File: config.mk
export PLATFORM = sky130hd
export DESIGN_NAME = cycle_sequencer_flat
export DESIGN_NICKNAME = d
export VERILOG_FILES = /design/src/rtl/cycle_sequencer_if.sv /design/src/rtl/cycle_sequencer.sv /design/src/flat_wrapper.sv
export SDC_FILE = /design/constraint.sdc
export NUM_CORES = 1
export LEC_CHECK = 0
export ABC_CLOCK_PERIOD_IN_PS = 3000
export BUFFER_PORTS_ARGS = -buffer_cell sky130_fd_sc_hd__buf_2
export CORE_UTILIZATION = 30
export CTS_CLUSTER_SIZE = 12
export DETAILED_ROUTE_END_ITERATION = 6
export GPL_TIMING_DRIVEN = 0
export PLACE_DENSITY = 0.53
export SLEW_MARGIN = 20
export SYNTH_ARGS = -nofsm -noshare
export SYNTH_HDL_FRONTEND = slang
export SYNTH_SLANG_ARGS = --single-unit
File: constraint.sdc
create_clock -name fclk -period 3 [get_ports fclk]
set_input_delay 0.3 -clock fclk [delete_from_list [all_inputs] [get_ports fclk]]
set_output_delay 0.3 -clock fclk [all_outputs]
set_load 0.02 [all_outputs]
File: src/rtl/cycle_sequencer_if.sv
// ---------------------------------------------------------------------------
// cycle_sequencer_if
// Bundles the decoder / interrupt-pin side of the 65C02 cycle sequencer.
//
//   phi2_en     cycle enable (one bus cycle per fclk edge when high)
//   rdy         high = proceed, low = freeze
//   last_cycle  decoder: current execution cycle is the final one
//   is_wai      decoder: current instruction is WAI (valid with last_cycle)
//   is_stp      decoder: current instruction is STP (valid with last_cycle)
//   nmib        active-low NMI pin, synchronous to fclk
//   irqb        active-low IRQ pin, synchronous to fclk
//   i_flag      processor I flag
//   ir_signal   instruction-register load strobe
//   sync        opcode-fetch cycle indicator
//   tstate      0 at fetch, 1..7 during execution
//   force_brk   IR mux selects $00 instead of the data bus
//   vector_sel  00 BRK/none, 01 IRQ, 10 NMI, 11 reset
//   rst_active  reset sequence in progress
//   seq_error   sticky: an instruction ran past T7
//
// master: the decoder / core side.  slave: the sequencer.
// ---------------------------------------------------------------------------
interface cycle_sequencer_if;
   logic       phi2_en;
   logic       rdy;
   logic       last_cycle;
   logic       is_wai;
   logic       is_stp;
   logic       nmib;
   logic       irqb;
   logic       i_flag;
   logic       ir_signal;
   logic       sync;
   logic [2:0] tstate;
   logic       force_brk;
   logic [1:0] vector_sel;
   logic       rst_active;
   logic       seq_error;

   modport master (
      output phi2_en, rdy, last_cycle, is_wai, is_stp, nmib, irqb, i_flag,
      input  ir_signal, sync, tstate, force_brk, vector_sel, rst_active, seq_error
   );

   modport slave (
      input  phi2_en, rdy, last_cycle, is_wai, is_stp, nmib, irqb, i_flag,
      output ir_signal, sync, tstate, force_brk, vector_sel, rst_active, seq_error
   );
endinterface

File: src/rtl/cycle_sequencer.sv
// ---------------------------------------------------------------------------
// cycle_sequencer
// Opcode-fetch and T-state sequencer for the 65C02 core. Runs the reset
// sequence, produces SYNC and the IR load strobe at every opcode fetch,
// counts execution cycles T1..T7, injects BRK for pending NMI/IRQ at fetch
// and parks the core for WAI/STP.
//
// Parameters:
//   RST_CYCLES  enabled cycles in the reset sequence (3..7)
// Ports:
//   fclk        core clock
//   resb        asynchronous active-low reset
//   bus         cycle_sequencer_if.slave (decoder inputs, sequencer outputs)
// Build option:
//   WAI_STP_EN  when defined, builds the WAIT and STOP states; otherwise
//               is_wai / is_stp are ignored.
// ---------------------------------------------------------------------------
module cycle_sequencer #(
   parameter int RST_CYCLES = 7
) (
   input  logic              fclk,
   input  logic              resb,
   cycle_sequencer_if.slave  bus
);

   typedef enum logic [2:0] {
      ST_RESET_SEQ = 3'd0,
      ST_FETCH     = 3'd1,
      ST_EXEC      = 3'd2,
      ST_WAIT      = 3'd3,
      ST_STOP      = 3'd4
   } state_t;

   localparam logic [2:0] RST_LAST = 3'(RST_CYCLES - 1);
   localparam logic [2:0] T_MAX    = 3'd7;

   state_t     state_r;
   state_t     state_nxt_s;
   logic [2:0] tstate_r;
   logic [2:0] tstate_nxt_s;
   logic       nmi_pending_r;
   logic       nmib_prev_r;
   logic       seq_error_r;
   logic       advance_s;
   logic       nmi_edge_s;
   logic       nmi_take_s;
   logic       err_set_s;
   logic       sync_s;
   logic       force_brk_s;
   logic [1:0] vector_sel_s;
   logic       rst_active_s;

   assign advance_s  = bus.phi2_en & bus.rdy;
   // Falling edge of nmib between two consecutive enabled samples.
   assign nmi_edge_s = nmib_prev_r & ~bus.nmib;

`ifndef WAI_STP_EN
   logic unused_wai_stp_s;
   assign unused_wai_stp_s = bus.is_wai ^ bus.is_stp;
`endif

   // State register, T-state counter, NMI sampler and sticky error flag.
   always_ff @(posedge fclk or negedge resb) begin
      if (!resb) begin
         state_r       <= ST_RESET_SEQ;
         tstate_r      <= 3'd0;
         nmi_pending_r <= 1'b0;
         nmib_prev_r   <= 1'b1;
         seq_error_r   <= 1'b0;
      end else begin
         state_r  <= state_nxt_s;
         tstate_r <= tstate_nxt_s;
         if (err_set_s) begin
            seq_error_r <= 1'b1;
         end
         // NMI sampling ignores rdy and state; taking the NMI wins over a
         // coincident new edge so only one NMI is ever pending.
         if (bus.phi2_en) begin
            nmib_prev_r <= bus.nmib;
            if (nmi_take_s) begin
               nmi_pending_r <= 1'b0;
            end else if (nmi_edge_s) begin
               nmi_pending_r <= 1'b1;
            end
         end
      end
   end

   // Next-state and next-T-state decode.
   always_comb begin
      state_nxt_s  = state_r;
      tstate_nxt_s = tstate_r;
      err_set_s    = 1'b0;
      nmi_take_s   = 1'b0;
      case (state_r)
         ST_RESET_SEQ: begin
            if (advance_s) begin
               if (tstate_r == RST_LAST) begin
                  state_nxt_s  = ST_FETCH;
                  tstate_nxt_s = 3'd0;
               end else begin
                  tstate_nxt_s = tstate_r + 3'd1;
               end
            end else begin
               state_nxt_s = ST_RESET_SEQ;
            end
         end
         ST_FETCH: begin
            if (advance_s) begin
               state_nxt_s  = ST_EXEC;
               tstate_nxt_s = 3'd1;
               nmi_take_s   = nmi_pending_r;
            end else begin
               state_nxt_s = ST_FETCH;
            end
         end
         ST_EXEC: begin
            if (advance_s) begin
               if (bus.last_cycle) begin
                  tstate_nxt_s = 3'd0;
`ifdef WAI_STP_EN
                  if (bus.is_stp) begin
                     state_nxt_s = ST_STOP;
                  end else if (bus.is_wai) begin
                     state_nxt_s = ST_WAIT;
                  end else begin
                     state_nxt_s = ST_FETCH;
                  end
`else
                  state_nxt_s = ST_FETCH;
`endif
               end else if (tstate_r == T_MAX) begin
                  // Decoder never flagged the last cycle: recover at fetch.
                  state_nxt_s  = ST_FETCH;
                  tstate_nxt_s = 3'd0;
                  err_set_s    = 1'b1;
               end else begin
                  tstate_nxt_s = tstate_r + 3'd1;
               end
            end else begin
               state_nxt_s = ST_EXEC;
            end
         end
`ifdef WAI_STP_EN
         ST_WAIT: begin
            // rdy does not gate the wake-up; the interrupt itself is only
            // taken at fetch if it still qualifies there.
            if (bus.phi2_en && (nmi_pending_r || !bus.irqb)) begin
               state_nxt_s = ST_FETCH;
            end else begin
               state_nxt_s = ST_WAIT;
            end
         end
         ST_STOP: begin
            state_nxt_s = ST_STOP;
         end
`endif
         default: begin
            state_nxt_s  = ST_RESET_SEQ;
            tstate_nxt_s = 3'd0;
         end
      endcase
   end

   // Output decode from registered state plus fetch-time interrupt arbitration.
   always_comb begin
      sync_s       = 1'b0;
      force_brk_s  = 1'b0;
      vector_sel_s = 2'b00;
      rst_active_s = 1'b0;
      case (state_r)
         ST_RESET_SEQ: begin
            rst_active_s = 1'b1;
            vector_sel_s = 2'b11;
         end
         ST_FETCH: begin
            sync_s = 1'b1;
            if (nmi_pending_r) begin
               force_brk_s  = 1'b1;
               vector_sel_s = 2'b10;
            end else if (!bus.irqb && !bus.i_flag) begin
               force_brk_s  = 1'b1;
               vector_sel_s = 2'b01;
            end else begin
               force_brk_s  = 1'b0;
               vector_sel_s = 2'b00;
            end
         end
         default: begin
            sync_s = 1'b0;
         end
      endcase
   end

   assign bus.sync       = sync_s;
   assign bus.ir_signal  = sync_s & advance_s;
   assign bus.tstate     = tstate_r;
   assign bus.force_brk  = force_brk_s;
   assign bus.vector_sel = vector_sel_s;
   assign bus.rst_active = rst_active_s;
   assign bus.seq_error  = seq_error_r;

endmodule
File: src/flat_wrapper.sv
// flat-port wrapper written by rule: the top's interface ports become plain ports
module cycle_sequencer_flat 
#(
   parameter int RST_CYCLES = 7
)
  (fclk, resb, bus_phi2_en, bus_rdy, bus_last_cycle, bus_is_wai, bus_is_stp, bus_nmib, bus_irqb, bus_i_flag, bus_ir_signal, bus_sync, bus_tstate, bus_force_brk, bus_vector_sel, bus_rst_active, bus_seq_error);
  cycle_sequencer_if bus_i ();
  input  logic fclk;
  input  logic resb;
  input wire logic [$bits(bus_i.phi2_en)-1:0] bus_phi2_en;
  input wire logic [$bits(bus_i.rdy)-1:0] bus_rdy;
  input wire logic [$bits(bus_i.last_cycle)-1:0] bus_last_cycle;
  input wire logic [$bits(bus_i.is_wai)-1:0] bus_is_wai;
  input wire logic [$bits(bus_i.is_stp)-1:0] bus_is_stp;
  input wire logic [$bits(bus_i.nmib)-1:0] bus_nmib;
  input wire logic [$bits(bus_i.irqb)-1:0] bus_irqb;
  input wire logic [$bits(bus_i.i_flag)-1:0] bus_i_flag;
  output wire logic [$bits(bus_i.ir_signal)-1:0] bus_ir_signal;
  output wire logic [$bits(bus_i.sync)-1:0] bus_sync;
  output wire logic [$bits(bus_i.tstate)-1:0] bus_tstate;
  output wire logic [$bits(bus_i.force_brk)-1:0] bus_force_brk;
  output wire logic [$bits(bus_i.vector_sel)-1:0] bus_vector_sel;
  output wire logic [$bits(bus_i.rst_active)-1:0] bus_rst_active;
  output wire logic [$bits(bus_i.seq_error)-1:0] bus_seq_error;
  assign bus_i.phi2_en = bus_phi2_en;
  assign bus_i.rdy = bus_rdy;
  assign bus_i.last_cycle = bus_last_cycle;
  assign bus_i.is_wai = bus_is_wai;
  assign bus_i.is_stp = bus_is_stp;
  assign bus_i.nmib = bus_nmib;
  assign bus_i.irqb = bus_irqb;
  assign bus_i.i_flag = bus_i_flag;
  assign bus_ir_signal = bus_i.ir_signal;
  assign bus_sync = bus_i.sync;
  assign bus_tstate = bus_i.tstate;
  assign bus_force_brk = bus_i.force_brk;
  assign bus_vector_sel = bus_i.vector_sel;
  assign bus_rst_active = bus_i.rst_active;
  assign bus_seq_error = bus_i.seq_error;
  cycle_sequencer #(.RST_CYCLES(RST_CYCLES)) u_core (.fclk(fclk), .resb(resb), .bus(bus_i));
endmodule
==> summary by stage, run 1 <==
Timing
The maximum clock rate is 0.636 GHz. The portion of the clock cycle consumed by the worst path in the final layout is 52.4%. The final worst slack is 1.43 ns. The number of hold-slack violations in the final timing report is 0.

Setup violations remaining at the end of the flow were counted as 0. Across all hold checks on the routed design, the worst slack comes to about 0.3 ns. The final setup TNS is 0 ns. The final period demand of the worst path is 1.57 ns. The max-slew violation count is 0. Clock skew on the completed layout was measured at 0.00250 ns. The actual transition at the worst max-transition pin is around 0.24 ns. Setup repair after global routing left no endpoint under its margin.

The tightest slew margin relative to the limit is 84.0%.

Synthesis
Counting instances in the post-synthesis netlist gives the leading cell types as 7 x sky130_fd_sc_hd__dfrtp_1, 6 x sky130_fd_sc_hd__inv_1, 6 x sky130_fd_sc_hd__nor2_1, 5 x sky130_fd_sc_hd__nand2_1, 4 x sky130_fd_sc_hd__ha_1. Counting every instance in the synthesized netlist gives between 50 and 60. The proportion of register bits with asynchronous set or reset after synthesis is 100%. The biggest area contributor in the post-synthesis netlist is sky130_fd_sc_hd__dfrtp_1.

The most numerous cell in the Yosys netlist is sky130_fd_sc_hd__dfrtp_1. The post-synthesis average cell area is 8.80 um^2. Yosys printed 0 warnings. The number of synthesized register bits is 8. The post-synthesis cell area is a little under 500 um^2. In the post-synthesis netlist, the biggest area contributors are sky130_fd_sc_hd__dfrtp_1 36%, sky130_fd_sc_hd__ha_1 10%, sky130_fd_sc_hd__dfstp_2 5.3%. Summed over its instances, the top area cell type makes up 35.5% of the synthesized netlist area. The netlist uses 25 different library cells. Yosys mapped a number of flops with a built-in enable equal to 0. The number of nets handed over by synthesis was 70.

For this run, the leading register cell type out of synthesis is sky130_fd_sc_hd__dfrtp_1. The share of the Yosys chip area taken by registers is 40.9%.

Drt
The final route contains 490 vias. The first TritonRoute pass finished after 4 iterations. The post-detailed-route wirelength per cell is 11.4 um. Wires add up to roughly 1.1 mm. The violation count after the first detailed-routing iteration is 10. The post-detailed-route via-to-cell ratio is 5.21. The post-route antenna net violation count is 0. After detailed routing, the number of remaining DRC violations is 0.

Flow run
Across the run, the number of max-cap violations was 0.

Floorplan
The initial utilization of the core area, before any placement, comes to around 32%. 20 I/O pins were placed. The floorplan die height is 42.5 um. Row generation in the floorplan step produced 14 rows. The overall die area is 1810 um^2. The floorplan die width is 42.5 um. The standard cell core area is roughly 1500 um^2.

Cells and area
The utilization after layout is 41.6%. From synthesis to final layout, the design area changed by 28.7%. The fraction of final layout cells sized beyond drive strength 1 is between 30% and 40%. The antenna diode count is 0. For this run, the post-layout net count is 93.

Summing all flip-flop and latch instances after layout gives just over 200 um^2. The number of filler instances in the final layout is between 150 and 200. The area of the multi-input gates is between 200 and 300 um^2.

Worst setup path
The cell repeated most along the worst path is sky130_fd_sc_hd__buf_2. The maximum fanout along the worst path is 10. The capturing element type of the critical path is an output port.

The endpoint arrival time on the critical path is 1.27 ns. The slack of the worst reg-to-reg path is roughly 1.6 ns. In this run the worst setup path begins at u_core.state_r[0].

Together, buffers and inverters on the worst path number 2. The endpoint required time on the critical path is 2.70 ns. The reg-to-reg startpoint is u_core.bus.tstate[0]. The number of cell instances on the worst register-to-register path is 5.

The top cell family by delay on the critical path is buffers and inverters. The critical path crosses 4 cells after its start point. Walking the worst path, the cells encountered are buf_2 > and2b_1 > o21a_1 > buf_2.

The startpoint class of the critical path is a flip-flop. The critical path's slowest cell is sky130_fd_sc_hd__dfrtp_1. The critical path ends at bus_force_brk.

In this design, the stage delay of the slowest critical-path cell is around 0.33 ns. The worst setup path category is flip-flop to output port. The worst flop-to-flop path endpoint is u_core.state_r[0].

Power and ir drop
The power density over the cells is slightly above 900 nW/um^2. For this design the static power due to leakage is between 0.3 and 0.4 nW. The worst vdd rail ir drop is 0.301 mV.

After layout, the design draws a total of 0.587 mW.

Clock network
Post-CTS repair changed the size of 0 cells. After clock tree synthesis, the clock-pin slew on the worst setup and hold paths is 0.06 ns. In this run the number of H-tree levels came out at 1. For this design, the sink count on the clock tree is 8.

The total clock buffers created by CTS is 3. The root cell of the clock tree is sky130_fd_sc_hd__clkbuf_4. The deepest clock path buffer count is 2. In this run the post-CTS setup repair buffer count came out at 0. The clock insertion delay at the later pin of the skew report is 0.25 ns. The TritonCTS clock tree is yes.

Run status
The flow ran to the end, and the final reports show no timing, DRC or antenna violations.

Worst hold path
In this run the worst hold path is classified as input pin to flip-flop.

Global route
The via count of the first global-routing pass is around 400. The initial antenna violation count is 0. After global routing the overflow that remains totals 0.

The first global-routing pass estimated 1.80 mm of wire. Entering global routing, the biggest net connects 11 pins. The total routing resource utilization after global routing is roughly 14%.

Place
The count of port buffers added during placement is 17. Summed over all nets, the half-perimeter wirelength after detailed placement is 821 um. The weighted congestion reported at the end of routability-driven placement is about 0.75. The worst slack at placement is about 1.6 ns.
flip-flops by register name, indices dropped and copies added (netlist names):
| signal | flops |
|---|---|
| u_core.nmib_prev_r | 1 |
| u_core.bus.seq_error | 1 |
| u_core.state_r | 2 |
| u_core.nmi_pending_r | 1 |
| u_core.bus.tstate | 3 |
worst min-delay path by stage:
stage | cells after the start | endpoint | startpoint | slack, ns
6_report | 2 | u_core.nmib_prev_r | bus_nmib | 0.30
2_1_floorplan | 0 | u_core.bus.seq_error | resb | 0.004
4_1_cts | 2 | u_core.nmib_prev_r | bus_nmib | 0.29
3_3_place_gp | 1 | u_core.nmi_pending_r | resb | 0.15
5_1_grt | 2 | u_core.nmib_prev_r | bus_nmib | 0.29
3_5_place_dp | 1 | u_core.nmi_pending_r | resb | 0.16
worst reg2reg max path, delay by kind of cell, from the launching register on:
kind	cells	cell delay, ns
flip-flops	1	0.43
AND/OR/NAND/NOR	2	0.21
adder cells (fa/ha/maj)	2	0.42
AO/OA/AOI/OAI	1	0.27
layout make-up:
| type | count | area share (%) |
|---|---|---|
| repair buffers | 18 | 15.0 |
| plain buffers | 2 | 1.58 |
| well taps | 16 | 3.16 |
| clock buffers | 4 | 4.14 |
| flip-flops and latches | 8 | 31.8 |
| inverters | 6 | 3.55 |
| multi-input cells | 40 | 40.8 |
cells in the final DEF (no fill, tap or decap), types with 2 or more instances in the layout:
cell type and n:
sky130_fd_sc_hd__buf_2 19, sky130_fd_sc_hd__dfrtp_1 7, sky130_fd_sc_hd__inv_1 6, sky130_fd_sc_hd__nor2_1 6
sky130_fd_sc_hd__nand2_1 5, sky130_fd_sc_hd__ha_1 4, sky130_fd_sc_hd__a21oi_1 3, sky130_fd_sc_hd__o21ai_1 3
sky130_fd_sc_hd__clkbuf_4 3, sky130_fd_sc_hd__o211ai_1 2, sky130_fd_sc_hd__o21ai_0 2, sky130_fd_sc_hd__a211o_1 2
power by group:
part,total [mW],leakage (nW),switching (mW),internal (mW)
clock network,0.0874,0.0150,0.0365,0.0509
logic,0.317,0.223,0.198,0.120
registers,0.182,0.0976,0.0332,0.149
total,0.587,0.335,0.267,0.320
per-layer routing:
metal  GRT usage, %  part of all wire (%)
met5              0                     0
met4           7.50                   1.3
met3           6.47                   5.6
met2           19.1                    45
met1           18.5                    48
through the flow:
stage | area [um^2] | instances
global route | 634 | 94
global placement | 598 | 89
CTS | 634 | 94
detailed placement | 598 | 89
finish | 634 | 94
floorplan | 493 | 56
logic make-up after synthesis:
kind of cell,count (synthesis),share of synthesized area (%)
adder cells (fa/ha/maj),4,10.2
AND/OR/NAND/NOR,19,19.0
AO/OA/AOI/OAI,16,21.1
multiplexers,1,2.28
flip-flops,8,40.9
buffers and inverters,8,6.60
repair_timing:
action | CTS | global route
hold endpoints to repair | 7 | 0
endpoints found under the setup margin | 0 | 0
hold buffers | 1 | 0
No activity file was read; power rests on OpenSTA's default activity.
==> run 2: changes to the inputs <==
--- a/config.mk
+++ b/config.mk
@@ -5,13 +5,13 @@
 export SDC_FILE = /design/constraint.sdc
 export NUM_CORES = 1
 export LEC_CHECK = 0
-export ABC_CLOCK_PERIOD_IN_PS = 3000
+export ABC_CLOCK_PERIOD_IN_PS = 1360
 export BUFFER_PORTS_ARGS = -buffer_cell sky130_fd_sc_hd__buf_2
 export CORE_UTILIZATION = 30
 export CTS_CLUSTER_SIZE = 12
 export DETAILED_ROUTE_END_ITERATION = 6
 export GPL_TIMING_DRIVEN = 0
-export PLACE_DENSITY = 0.53
+export PLACE_DENSITY = 0.55
 export SLEW_MARGIN = 20
 export SYNTH_ARGS = -nofsm -noshare
 export SYNTH_HDL_FRONTEND = slang
==> constraint.sdc (replaced) <==
create_clock -name fclk -period 1.36 [get_ports fclk]
set_input_delay 0.136 -clock fclk [delete_from_list [all_inputs] [get_ports fclk]]
set_output_delay 0.136 -clock fclk [all_outputs]
set_load 0.02 [all_outputs]
==> run 2 against run 1 <==
Effect of this change: cell count rose by 6.4%; global-route usage up 1.7 points; final area increased by 15%; clock skew is 0.012 ns higher; non-clock buffer count up 6; worst hold slack worse by 0.17 ns; sequential cell count is the same; sequential power increased by 140%; critical endpoint is now bus_ir_signal.
==> summary by stage, run 2 (same netlist as run 1, synthesis figures left out) <==
Global route
The initial antenna violation count came to 0 (unchanged). The first-pass GRT wire length came to 2.07 mm (+15%). The maximum number of pins on one net before global-route repair was 11 (unchanged). The total routing resource utilization after global routing is 15.8% (+1.7 points). The via count of the first global-routing pass is 478 (+22%).

The sum of overflow across all layers after global routing is 0 (unchanged).

Worst hold path
The instance count along the most critical hold path is 2 (unchanged). The worst hold path belongs to the class input pin to flip-flop. The path with the worst hold slack has its endpoint at u_core.nmib_prev_r.

The worst hold path begins at bus_nmib.

Timing
The tightest slew margin relative to the limit was 84.2% (+0.18 points). The number of hold-slack violations in the final timing report is 0 (unchanged). The max-slew violation count is 0 (unchanged). After layout, the minimum clock period comes to 1.34 ns. The final worst slack is 0.0245 ns (-1.40 ns). Timing would allow up to 0.749 GHz. The actual transition at the worst max-transition pin is 0.235 ns (-0.00267 ns). The number of endpoints failing setup at the final stage came to 0 (unchanged). The clock skew is 0.0148 ns (+0.0123 ns). The final setup TNS came to 0 ns (unchanged). The final critical path takes up 98.2% of the cycle.

The worst hold-check slack is 0.133 ns (-0.166 ns). Setup repair after global routing could not meet its margin everywhere.

Clock network
Clock tree synthesis selected as its root buffer the cell sky130_fd_sc_hd__clkbuf_4. The H-tree depth is 1 (unchanged). The total clock buffers created by CTS is 3 (unchanged). The clock insertion delay at the later pin of the skew report is 0.27 ns (+0.02 ns).

The clock transition at the register clock pins on the worst setup and hold paths after CTS was 0.05 ns (about the same). The number of clock sinks seen by CTS was 8 (unchanged). The TritonCTS clock tree is yes. The deepest clock path buffer count is 2 (unchanged).

Power and ir drop
The worst vdd rail ir drop was 0.841 mV (+180%). The leakage dissipation came to 0.359 nW (+7.1%). The total power after layout is 1.51 mW (+160%). The power density over the cells is 2060 nW/um^2 (+120%).

Cells and area
The most common library cell in the layout ignoring fill and taps is sky130_fd_sc_hd__buf_2. The final instance area is 729 um^2 (+15%). The utilization after layout was 47.9% (+6.2 points).

The number of filler instances in the final layout is 155 (-4.3%). The net total in the final layout is 99 (+6.5%). The area growth from synthesis to layout is 48.0%. The area of the multi-input gates came to 282 um^2 (+8.7%).

The top cell types in the final layout, fill and taps aside, are 14 x sky130_fd_sc_hd__buf_2, 8 x sky130_fd_sc_hd__buf_4, 5 x sky130_fd_sc_hd__nor2_1, 5 x sky130_fd_sc_hd__nand2_1. The antenna diode count was 0 (unchanged). The non-filler instance count after layout was 100 (+6.4%). The register cell area after layout was 205 um^2 (+1.9%). The fraction of final layout cells sized beyond drive strength 1 was 45.2% (+14 points). The number of flip-flops under the largest register name is 3 (unchanged).

Drt
The first-pass iteration count of the detailed router is 4 (unchanged). The post-detailed-route wirelength per cell was 12.1 um (+5.8%). The sum of routed wire length over all layers is 1.21 mm (+13%). The post-detailed-route via-to-cell ratio came to 4.98 (-4.5%). The post-route antenna net violation count is 0 (unchanged). The routed via count is 498 (+1.6%). The remaining routing DRC violations came to 0 (unchanged). The violation count after the first detailed-routing iteration is 8 (-2).

Floorplan
The floorplan die height came to 42.5 um (unchanged). The number of primary I/O pins was 20 (unchanged). The number of rows created at floorplan is 14 (unchanged). The starting density of the core is 32.3% (unchanged). The floorplan die width is 42.5 um (unchanged). The standard cell core area is 1520 um^2 (unchanged). The overall die area is 1810 um^2 (unchanged).

Worst setup path
The endpoint arrival time on the critical path was 1.20 ns (-0.07 ns). The combined buffer and inverter count along the critical path is 3 (+1). The number of cell instances on the worst register-to-register path was 5 (unchanged). The slack of the worst reg-to-reg path was 0.04 ns (-1.52 ns).

The worst setup path is captured at an output port. The worst setup path category is flip-flop to output port. The critical path's slowest cell is sky130_fd_sc_hd__dfrtp_1.

The worst flop-to-flop path endpoint is u_core.state_r[0]. The startpoint identified for the worst register-to-register timing path is u_core.bus.tstate[1]. The longest individual stage delay on the worst path is 0.39 ns (+0.06 ns).

The maximum fanout along the worst path is 10 (unchanged). The cell repeated most along the worst path is sky130_fd_sc_hd__buf_6. The signal on the critical path passes through buf_6 > nand4b_1 > inv_2 > buf_6.

The top cell family by delay on the critical path is flip-flops. The endpoint required time on the critical path was 1.22 ns (-1.48 ns). The startpoint class of the critical path is a flip-flop.

Place
The weighted congestion reported at the end of routability-driven placement is 0.762 (+1.2%). The standard cell area after detailed placement was 603 um^2 (+0.84%). The placed wire-length estimate after detailed placement is 795 um (-3.2%). The placed cell count is 89 (unchanged). The count of port buffers added during placement is 17 (unchanged). The worst slack at placement is -0.0152 ns (-1.59 ns).

Run status
The run finished with clean final reports.

Flow run
The number of max-cap violations is 0 (unchanged).
-- run 2: worst max-delay path by stage --
| stage | start | endpoint | slack, ns | cells after the start |
|---|---|---|---|---|
| finish | u_core.state_r[1] | bus_ir_signal | 0.02 | 4 |
| global route | u_core.bus.tstate[0] | u_core.bus.tstate[1] | -0.04 | 4 |
| CTS | u_core.state_r[0] | bus_force_brk | 0.003 | 4 |
| detailed placement | u_core.bus.tstate[1] | u_core.state_r[0] | -0.02 | 5 |
| global placement | u_core.bus.tstate[1] | u_core.state_r[0] | -0.03 | 5 |
| floorplan | u_core.bus.tstate[1] | u_core.state_r[0] | 0.0009 | 5 |
-- run 2: cell type report --
class / count / share of cell area [%]
multi-input cells: 40 / 38.6
flip-flops and latches: 8 / 28.1
repair buffers: 25 / 22.3
clock buffers: 4 / 3.60
inverters: 6 / 3.09
well taps: 16 / 2.74
plain buffers: 1 / 1.54
-- run 2: metal layers --
layer	track usage, %	up-vias	wire length (um)
li1	-	254	-
met1	19.4	227	551
met2	24.0	13	570
met3	7.76	4	68
met4	5.63	0	17
met5	0	-	0
-- run 2: where the power goes --
group | total, mW | leakage, nW | internal (mW) | switching, mW
sequential | 0.433 | 0.0942 | 0.337 | 0.0958
clock | 0.207 | 0.0150 | 0.113 | 0.0941
combinational | 0.865 | 0.250 | 0.398 | 0.467
total | 1.51 | 0.359 | 0.849 | 0.657
-- run 2: timing repair --
action | CTS | global route
buffers inserted | 6 | 1
hold buffers | 1 | 0
resized for setup | 9 | 8
hold endpoints to repair | 8 | 0
pin swaps | 1 | 1
endpoints found under the setup margin | 3 | 6
